**src/rtl/circle_raster_pkg.sv**
```systemverilog
// Shared types and helpers for the circle rasteriser.
// Latency: n/a (types, constants and pure functions only).
// Backpressure: n/a.
package circle_raster_pkg;

  typedef enum logic [2:0] {
    ST_IDLE,
    ST_SETUP,
    ST_SCAN,
    ST_DRAIN,
    ST_DONE
  } state_t;

  localparam int FB_W_DEF = 640;
  localparam int FB_H_DEF = 480;

  // dx*dx + dy*dy with |dx|,|dy| < 2^coord_w cannot overflow this width.
  function automatic int d2_width(input int coord_w);
    return 2 * (coord_w + 1) + 1;
  endfunction

  localparam int D2_W_DEF = d2_width(10);

  // Linear framebuffer address, row-major.
  function automatic logic [31:0] pix_addr(input logic [31:0] x,
                                           input logic [31:0] y,
                                           input logic [31:0] fb_w);
    return y * fb_w + x;
  endfunction

endpackage

```
**src/rtl/circle_raster_cover.sv**
```systemverilog
// Coverage test for one scan pixel: squared distance to the centre vs r^2 (and inner ring bound).
// Latency: 1 cycle (combinational d2/compare, result registered).
// Backpressure: en=0 freezes the register so a waiting covered pixel is not lost.
// Ports: clk/rst_n; en, in_vld; x,y pixel; cx,cy centre; r2 = r*r;
//        r2_inner/outline only with CIRCLE_RASTER_OUTLINE_EN; p_vld/p_cov/p_x/p_y registered result.
module circle_raster_cover
  import circle_raster_pkg::*;
#(
  parameter int COORD_W = 10,
  parameter int D2_W    = D2_W_DEF
) (
  input  logic               clk,
  input  logic               rst_n,
  input  logic               en,
  input  logic               in_vld,
  input  logic [COORD_W-1:0] x,
  input  logic [COORD_W-1:0] y,
  input  logic [COORD_W-1:0] cx,
  input  logic [COORD_W-1:0] cy,
  input  logic [D2_W-1:0]    r2,
`ifdef CIRCLE_RASTER_OUTLINE_EN
  input  logic [D2_W-1:0]    r2_inner,
  input  logic               outline,  // ring test active (outline requested and r >= THICK)
`endif
  output logic               p_vld,
  output logic               p_cov,
  output logic [COORD_W-1:0] p_x,
  output logic [COORD_W-1:0] p_y
);

  logic signed [D2_W-1:0] dx;
  logic signed [D2_W-1:0] dy;
  logic [D2_W-1:0]        d2;
  logic                   cov;

  always_comb begin
    dx = D2_W'($signed({1'b0, x}) - $signed({1'b0, cx}));
    dy = D2_W'($signed({1'b0, y}) - $signed({1'b0, cy}));
    d2 = $unsigned(dx * dx + dy * dy);
`ifdef CIRCLE_RASTER_OUTLINE_EN
    cov = (d2 <= r2) && (!outline || (d2 > r2_inner));
`else
    cov = (d2 <= r2);
`endif
  end

  always_ff @(posedge clk or negedge rst_n) begin
    if (!rst_n) begin
      p_vld <= 1'b0;
      p_cov <= 1'b0;
      p_x   <= '0;
      p_y   <= '0;
    end else if (en) begin
      p_vld <= in_vld;
      p_cov <= in_vld && cov;
      p_x   <= x;
      p_y   <= y;
    end
  end

endmodule

```
**src/rtl/circle_raster.sv**
```systemverilog
// Circle rasteriser: scans the clipped bounding box and emits framebuffer writes for covered pixels.
// Latency: start -> SETUP (1) -> SCAN; a pixel reaches wr_valid 2 cycles after being scanned; 1 px/clk.
// Backpressure: wr_valid/wr_ready; scanner stalls only when a covered pixel meets a stuck output register.
// Ports: clk, rst_n; start, cx, cy, radius, color, outline (command); busy, done (status);
//        wr_valid, wr_ready, wr_addr, wr_data (framebuffer write port).
// Option: CIRCLE_RASTER_OUTLINE_EN enables ring mode (outline=1); without it outline is ignored.
module circle_raster
  import circle_raster_pkg::*;
#(
  parameter int FB_W    = FB_W_DEF,
  parameter int FB_H    = FB_H_DEF,
  parameter int COORD_W = 10,
  parameter int R_W     = 9,
  parameter int PIX_W   = 24,
  parameter int ADDR_W  = 19,
  parameter int THICK   = 2
) (
  input  logic               clk,
  input  logic               rst_n,
  input  logic               start,
  input  logic [COORD_W-1:0] cx,
  input  logic [COORD_W-1:0] cy,
  input  logic [R_W-1:0]     radius,
  input  logic [PIX_W-1:0]   color,
  input  logic               outline,
  output logic               busy,
  output logic               done,
  output logic               wr_valid,
  input  logic               wr_ready,
  output logic [ADDR_W-1:0]  wr_addr,
  output logic [PIX_W-1:0]   wr_data
);

  localparam int D2_W = d2_width(COORD_W);
  localparam int SW   = COORD_W + 2;
  localparam logic signed [SW-1:0] X_MAX = SW'(FB_W - 1);
  localparam logic signed [SW-1:0] Y_MAX = SW'(FB_H - 1);

  state_t             state;
  logic [COORD_W-1:0] cx_l, cy_l;
  logic [R_W-1:0]     r_l;
  logic [PIX_W-1:0]   col_l;
  logic [COORD_W-1:0] x0, x1, y1, sx, sy;
  logic [D2_W-1:0]    r2;
`ifdef CIRCLE_RASTER_OUTLINE_EN
  logic               outl_l;
  logic               ring;
  logic [D2_W-1:0]    r2_inner;
`else
  // outline and THICK only matter with the ring option compiled in.
  logic               unused_cfg;
  assign unused_cfg = outline ^ (THICK != 0);
`endif

  // Clipped bounding box from the latched command, signed so cx-r may go negative.
  logic signed [SW-1:0] cxs, cys, rs, lo_x, hi_x, lo_y, hi_y;
  logic signed [SW-1:0] x0_s, x1_s, y0_s, y1_s;
  logic                 off_screen;

  always_comb begin
    cxs  = $signed(SW'(cx_l));
    cys  = $signed(SW'(cy_l));
    rs   = $signed(SW'(r_l));
    lo_x = cxs - rs;
    hi_x = cxs + rs;
    lo_y = cys - rs;
    hi_y = cys + rs;
    x0_s = (lo_x < 0) ? '0 : lo_x;
    x1_s = (hi_x > X_MAX) ? X_MAX : hi_x;
    y0_s = (lo_y < 0) ? '0 : lo_y;
    y1_s = (hi_y > Y_MAX) ? Y_MAX : hi_y;
    off_screen = (x0_s > x1_s) || (y0_s > y1_s);
  end

  logic               p_vld, p_cov;
  logic [COORD_W-1:0] p_x, p_y;
  logic               stall;

  // Only a covered pixel needs the output slot; uncovered ones flow through.
  assign stall = p_vld && p_cov && wr_valid && !wr_ready;

  circle_raster_cover #(
    .COORD_W (COORD_W),
    .D2_W    (D2_W)
  ) u_cover (
    .clk      (clk),
    .rst_n    (rst_n),
    .en       (!stall),
    .in_vld   (state == ST_SCAN),
    .x        (sx),
    .y        (sy),
    .cx       (cx_l),
    .cy       (cy_l),
    .r2       (r2),
`ifdef CIRCLE_RASTER_OUTLINE_EN
    .r2_inner (r2_inner),
    .outline  (ring),
`endif
    .p_vld    (p_vld),
    .p_cov    (p_cov),
    .p_x      (p_x),
    .p_y      (p_y)
  );

  always_ff @(posedge clk or negedge rst_n) begin
    if (!rst_n) begin
      state    <= ST_IDLE;
      busy     <= 1'b0;
      done     <= 1'b0;
      cx_l     <= '0;
      cy_l     <= '0;
      r_l      <= '0;
      col_l    <= '0;
      x0       <= '0;
      x1       <= '0;
      y1       <= '0;
      sx       <= '0;
      sy       <= '0;
      r2       <= '0;
`ifdef CIRCLE_RASTER_OUTLINE_EN
      outl_l   <= 1'b0;
      ring     <= 1'b0;
      r2_inner <= '0;
`endif
    end else begin
      case (state)
        ST_IDLE: begin
          done <= 1'b0;
          if (start) begin
            cx_l  <= cx;
            cy_l  <= cy;
            r_l   <= radius;
            col_l <= color;
`ifdef CIRCLE_RASTER_OUTLINE_EN
            outl_l <= outline;
`endif
            busy  <= 1'b1;
            state <= ST_SETUP;
          end
        end
        ST_SETUP: begin
          x0 <= x0_s[COORD_W-1:0];
          x1 <= x1_s[COORD_W-1:0];
          y1 <= y1_s[COORD_W-1:0];
          sx <= x0_s[COORD_W-1:0];
          sy <= y0_s[COORD_W-1:0];
          r2 <= D2_W'(r_l) * D2_W'(r_l);
`ifdef CIRCLE_RASTER_OUTLINE_EN
          // r < THICK: ring would swallow the centre, so fall back to fill.
          ring     <= outl_l && (r_l >= R_W'(THICK));
          r2_inner <= D2_W'(r_l - R_W'(THICK)) * D2_W'(r_l - R_W'(THICK));
`endif
          done  <= off_screen;
          state <= off_screen ? ST_DONE : ST_SCAN;
        end
        ST_SCAN: begin
          if (!stall) begin
            if (sx == x1) begin
              sx <= x0;
              if (sy == y1) state <= ST_DRAIN;
              else          sy    <= sy + 1'b1;
            end else begin
              sx <= sx + 1'b1;
            end
          end
        end
        ST_DRAIN: begin
          // Pipeline empty and the output register empties at this edge.
          if (!p_vld && (!wr_valid || wr_ready)) begin
            done  <= 1'b1;
            state <= ST_DONE;
          end
        end
        ST_DONE: begin
          done  <= 1'b0;
          busy  <= 1'b0;
          state <= ST_IDLE;
        end
        default: state <= ST_IDLE;
      endcase
    end
  end

  // Output register: reloads in the same cycle it is accepted.
  always_ff @(posedge clk or negedge rst_n) begin
    if (!rst_n) begin
      wr_valid <= 1'b0;
      wr_addr  <= '0;
      wr_data  <= '0;
    end else if (!wr_valid || wr_ready) begin
      wr_valid <= p_vld && p_cov;
      if (p_vld && p_cov) begin
        wr_addr <= ADDR_W'(pix_addr(32'(p_x), 32'(p_y), 32'(FB_W)));
        wr_data <= col_l;
      end
    end
  end

endmodule
```
**config.mk**
```make
export PLATFORM = sky130hd
export DESIGN_NAME = circle_raster
export DESIGN_NICKNAME = d
export VERILOG_FILES = /design/src/rtl/circle_raster_pkg.sv /design/src/rtl/circle_raster_cover.sv /design/src/rtl/circle_raster.sv
export SDC_FILE = /design/constraint.sdc
export NUM_CORES = 1
export LEC_CHECK = 0
export ABC_AREA = 0
export CAP_MARGIN = 0
export CORE_ASPECT_RATIO = 0.6
export CORE_MARGIN = 2
export CORE_UTILIZATION = 50
export DETAILED_ROUTE_END_ITERATION = 8
export GPL_TIMING_DRIVEN = 1
export PLACE_DENSITY_LB_ADDON = 0.05
export SYNTH_ARGS = -nofsm -noshare
export SYNTH_HDL_FRONTEND = slang
export SYNTH_SLANG_ARGS = --single-unit
```
**constraint.sdc**
```tcl
create_clock -name clk -period 10.2 [get_ports clk]
set_clock_uncertainty 0.05 [all_clocks]
set_input_delay 3.06 -clock clk [delete_from_list [all_inputs] [get_ports clk]]
set_output_delay 3.06 -clock clk [all_outputs]
set_load 0.05 [all_outputs]
```
==> results_dict.tcl <==
set metrics [dict create \
    first_global_vias 17700 \
    grt_usage_pct 27.2 \
    synth_edf_count 0 \
    ant_nets 0 \
    start_util_pct 50.4 \
    post-dp-hpwl_mm 48.9 \
    cts_tree "built" \
    clk_latency_ns 0.46 \
    synthSimpleGateAreaFrac_pct 13.7 \
    fin_crit_sh_pct 96.1 \
    antenna_found_initial 0 \
    cts.path.max_buffers 2 \
    multi_input_area_um2 15900 \
    synth_xor_area_share_pct 4.84 \
    synth_ff_type "dfrtp_1" \
    ys_warn_count 0 \
    vias_per_cell 5.28 \
    cts_buffers 17 \
    root_buffer "clkbuf_16" \
    synth_fa_ha_area_share_pct 38.7 \
    grt_pass1_wl_mm 98.8 \
    netlist_area_um2 22400 \
    drv_slew 0 \
    final_hold_viol_count 0 \
    synth.top_cell.area_share_pct 25.6 \
    io_pins 104 \
    ys_ff_latch 191 \
    required_ns 10.54 \
    h-tree-depth 4 \
    pre_cts_ws_ns -0.146 \
    status "finished, final reports clean" \
    overflow 0 \
    drt_iter0_markers 1114 \
    regArea_um2 4780 \
    area_delta_synth_final_pct 13.1 \
    worstPathArrival_ns 10.14 \
    cp_common_cell "fa_1" \
    syn_inst 2452 \
    cp-end-kind "flip-flop" \
    holdPathStages 2 \
    syn-num-nets 3031 \
    wl_per_cell_um 18.7 \
    min_path_type "reg -> reg" \
    drive_above_1_share_pct 8.67 \
    wl_mm 59.7 \
    clkSinkCount 191 \
    clkTransAtPathRegs_ns 0.10 \
    slowest_delay_ns 0.57 \
    synth_top_area_cell "fa_1" \
    worst-r2r-cell-count 40 \
    startpoint_type "flip-flop" \
    async_reset_ff_share_pct 100 \
    fin_setup_tns_ns 0 \
    vias 16800 \
    synth_compound_area_share_pct 10.1 \
    syn_avg_cell_area_um2 9.15 \
    yosys-mux-area-fraction_pct 2.62 \
    yosysSeqAreaShare_pct 21.3 \
    critPathKind "reg -> reg" \
    die_area_um2 46600 \
    grt_max_degree 79 \
    ys_types 83 \
    setup_viol 0 \
    drv_cap 0 \
    critPathMaxFanout 6 \
    place.gp.congestion 0.904 \
    relSlewSlack_pct 31.0 \
    fp-row-count 60 \
    fp.dieH_um 168 \
    synth_top_family_by_area "adder cells" \
    die_w_um 277 \
    setup_slack_ns 0.402 \
    whs_ns 0.413 \
    drt-pass1-iter-count 5 \
    slowest_stage "fa_1" \
    nNetsFinal 3161 \
    worstMarginPinSlew_ns 1.03 \
    period_minus_slack_ns 9.80 \
    nFillCells 4062 \
    clock.fmax_mhz 102 \
    core_um2 44500 \
    diodes 0 \
    port_buffers 102 \
    yosys-top-cells-area "fa_1 (26%), dfrtp_1 (21%), ha_1 (13%)" \
    drc_errors 0 \
]
state kept, by name (all words and copies together), names as in the netlist, 3 cells and up:
name and cells:
col_l 24, wr_data 24, wr_addr 19, r2 17, cx_l 10, cy_l 10, sx 10, sy 10
u_cover.p_x 10, u_cover.p_y 10, x0 10, x1 10, y1 10, r_l 9, state 3
synth_stat cells, types with 4 or more instances:
library cell / instances
mux2_2: 46
a21oi_1: 92
and2_1: 27
nand2b_1: 20
fa_1: 287
nor2b_1: 29
and3_1: 12
inv_2: 5
o21bai_1: 8
o21a_1: 15
xor2_1: 50
a2bb2oi_1: 4
nand4_1: 13
nand3_1: 32
nor4_1: 5
or2_2: 10
a21boi_0: 4
clkinv_1: 10
inv_1: 446
ha_1: 234
o21ai_1: 15
a211oi_1: 14
nand2_1: 296
nor2_1: 196
a31oi_1: 19
o22a_1: 8
a21o_1: 32
or3_1: 6
dfrtp_1: 191
clkbuf_1: 54
xnor2_1: 72
o21ai_0: 93
mux2i_1: 7
o211ai_1: 5
nor3_1: 26
through the flow:
step / std cells / util, % / instance area [µm²]
CTS: 3178 / 56.4 / 25100
global placement: 3145 / 54.9 / 24400
floorplan: 2452 / - / 22400
finish: 3184 / 57.0 / 25400
detailed placement: 3145 / 54.9 / 24400
global route: 3184 / 57.0 / 25400
repair_timing:
action,4_1_cts,5_1_grt
resized for setup,4,51
hold endpoints to repair,0,0
setup buffers,1,6
setup endpoints to repair,1,1
pin swaps,1,23
hold buffers,0,0
worst paths after layout:
kind / slack [ns] / to / start
max in group asynchronous: 6.14 / col_l[14]$_DFFE_PN0P_ / rst_n
min in group asynchronous: 2.51 / r2[14]$_DFFE_PN0P_ / rst_n
max reg2reg: 0.40 / u_cover.p_cov$_DFFE_PN0N_ / sx[0]$_DFFE_PN0P_
min reg2reg: 0.41 / wr_data[0]$_DFFE_PN0P_ / col_l[0]$_DFFE_PN0P_
min: 0.41 / wr_data[0]$_DFFE_PN0P_ / col_l[0]$_DFFE_PN0P_
max: 0.40 / u_cover.p_cov$_DFFE_PN0N_ / sx[0]$_DFFE_PN0P_
cells in the final DEF, fill, tap and decap left out, drive strengths merged, types with 9 or more instances in the layout:
cell,Yosys,layout
inv,451,463
nand2,296,296
fa,287,287
ha,234,234
nor2,196,196
dfrtp,191,191
o21ai,109,109
clkdlybuf4s50,0,101
a21oi,92,92
xnor2,73,73
buf,4,67
xor2,50,50
mux2,46,46
a21o,32,32
nand3,32,32
nor2b,30,30
and2,27,27
nor3,27,27
a31oi,21,21
nand2b,20,20
clkbuf,54,18
o21a,15,15
a211oi,14,14
nand4,13,13
or2,13,13
clkinv,10,13
and3,12,12
o21bai,9,9
area by class of cell:
cell class              count  share of cell area (%)
clock buffers              17                    1.68
well taps                 589                    2.91
multi-input cells        1742                    62.8
inverters                 461                    6.84
clock inverters            15                   0.898
repair buffers            169                    6.05
flip-flops and latches    191                    18.9
kinds of logic after synthesis:
group | after synthesis
simple gates | 690
compound gates | 354
xor+xnor | 123
fa+ha+maj | 521
flops | 191
other cells | 1
buf+inv | 519
mux | 53
per-layer routing:
metal	track usage, %	share of wire (%)	up-vias
met5	0	0	-
met1	42.0	50	8294
met4	4.63	1.3	0
li1	-	-	8043
met2	38.0	41	445
met3	7.60	8.0	45
worst max-delay path: cells and delay by family (launching register included):
kind                     cells  cell delay (ns)
flip-flops                   1             0.40
AO/OA/AOI/OAI               10             1.91
AND/OR/NAND/NOR             10             1.60
XOR/XNOR                     2             0.36
buffers and inverters        7             0.71
adder cells (fa/ha/maj)     11             4.71
Power is not shown: default switching activity piles up to over one toggle a cycle in this logic, so the estimate is an artifact.
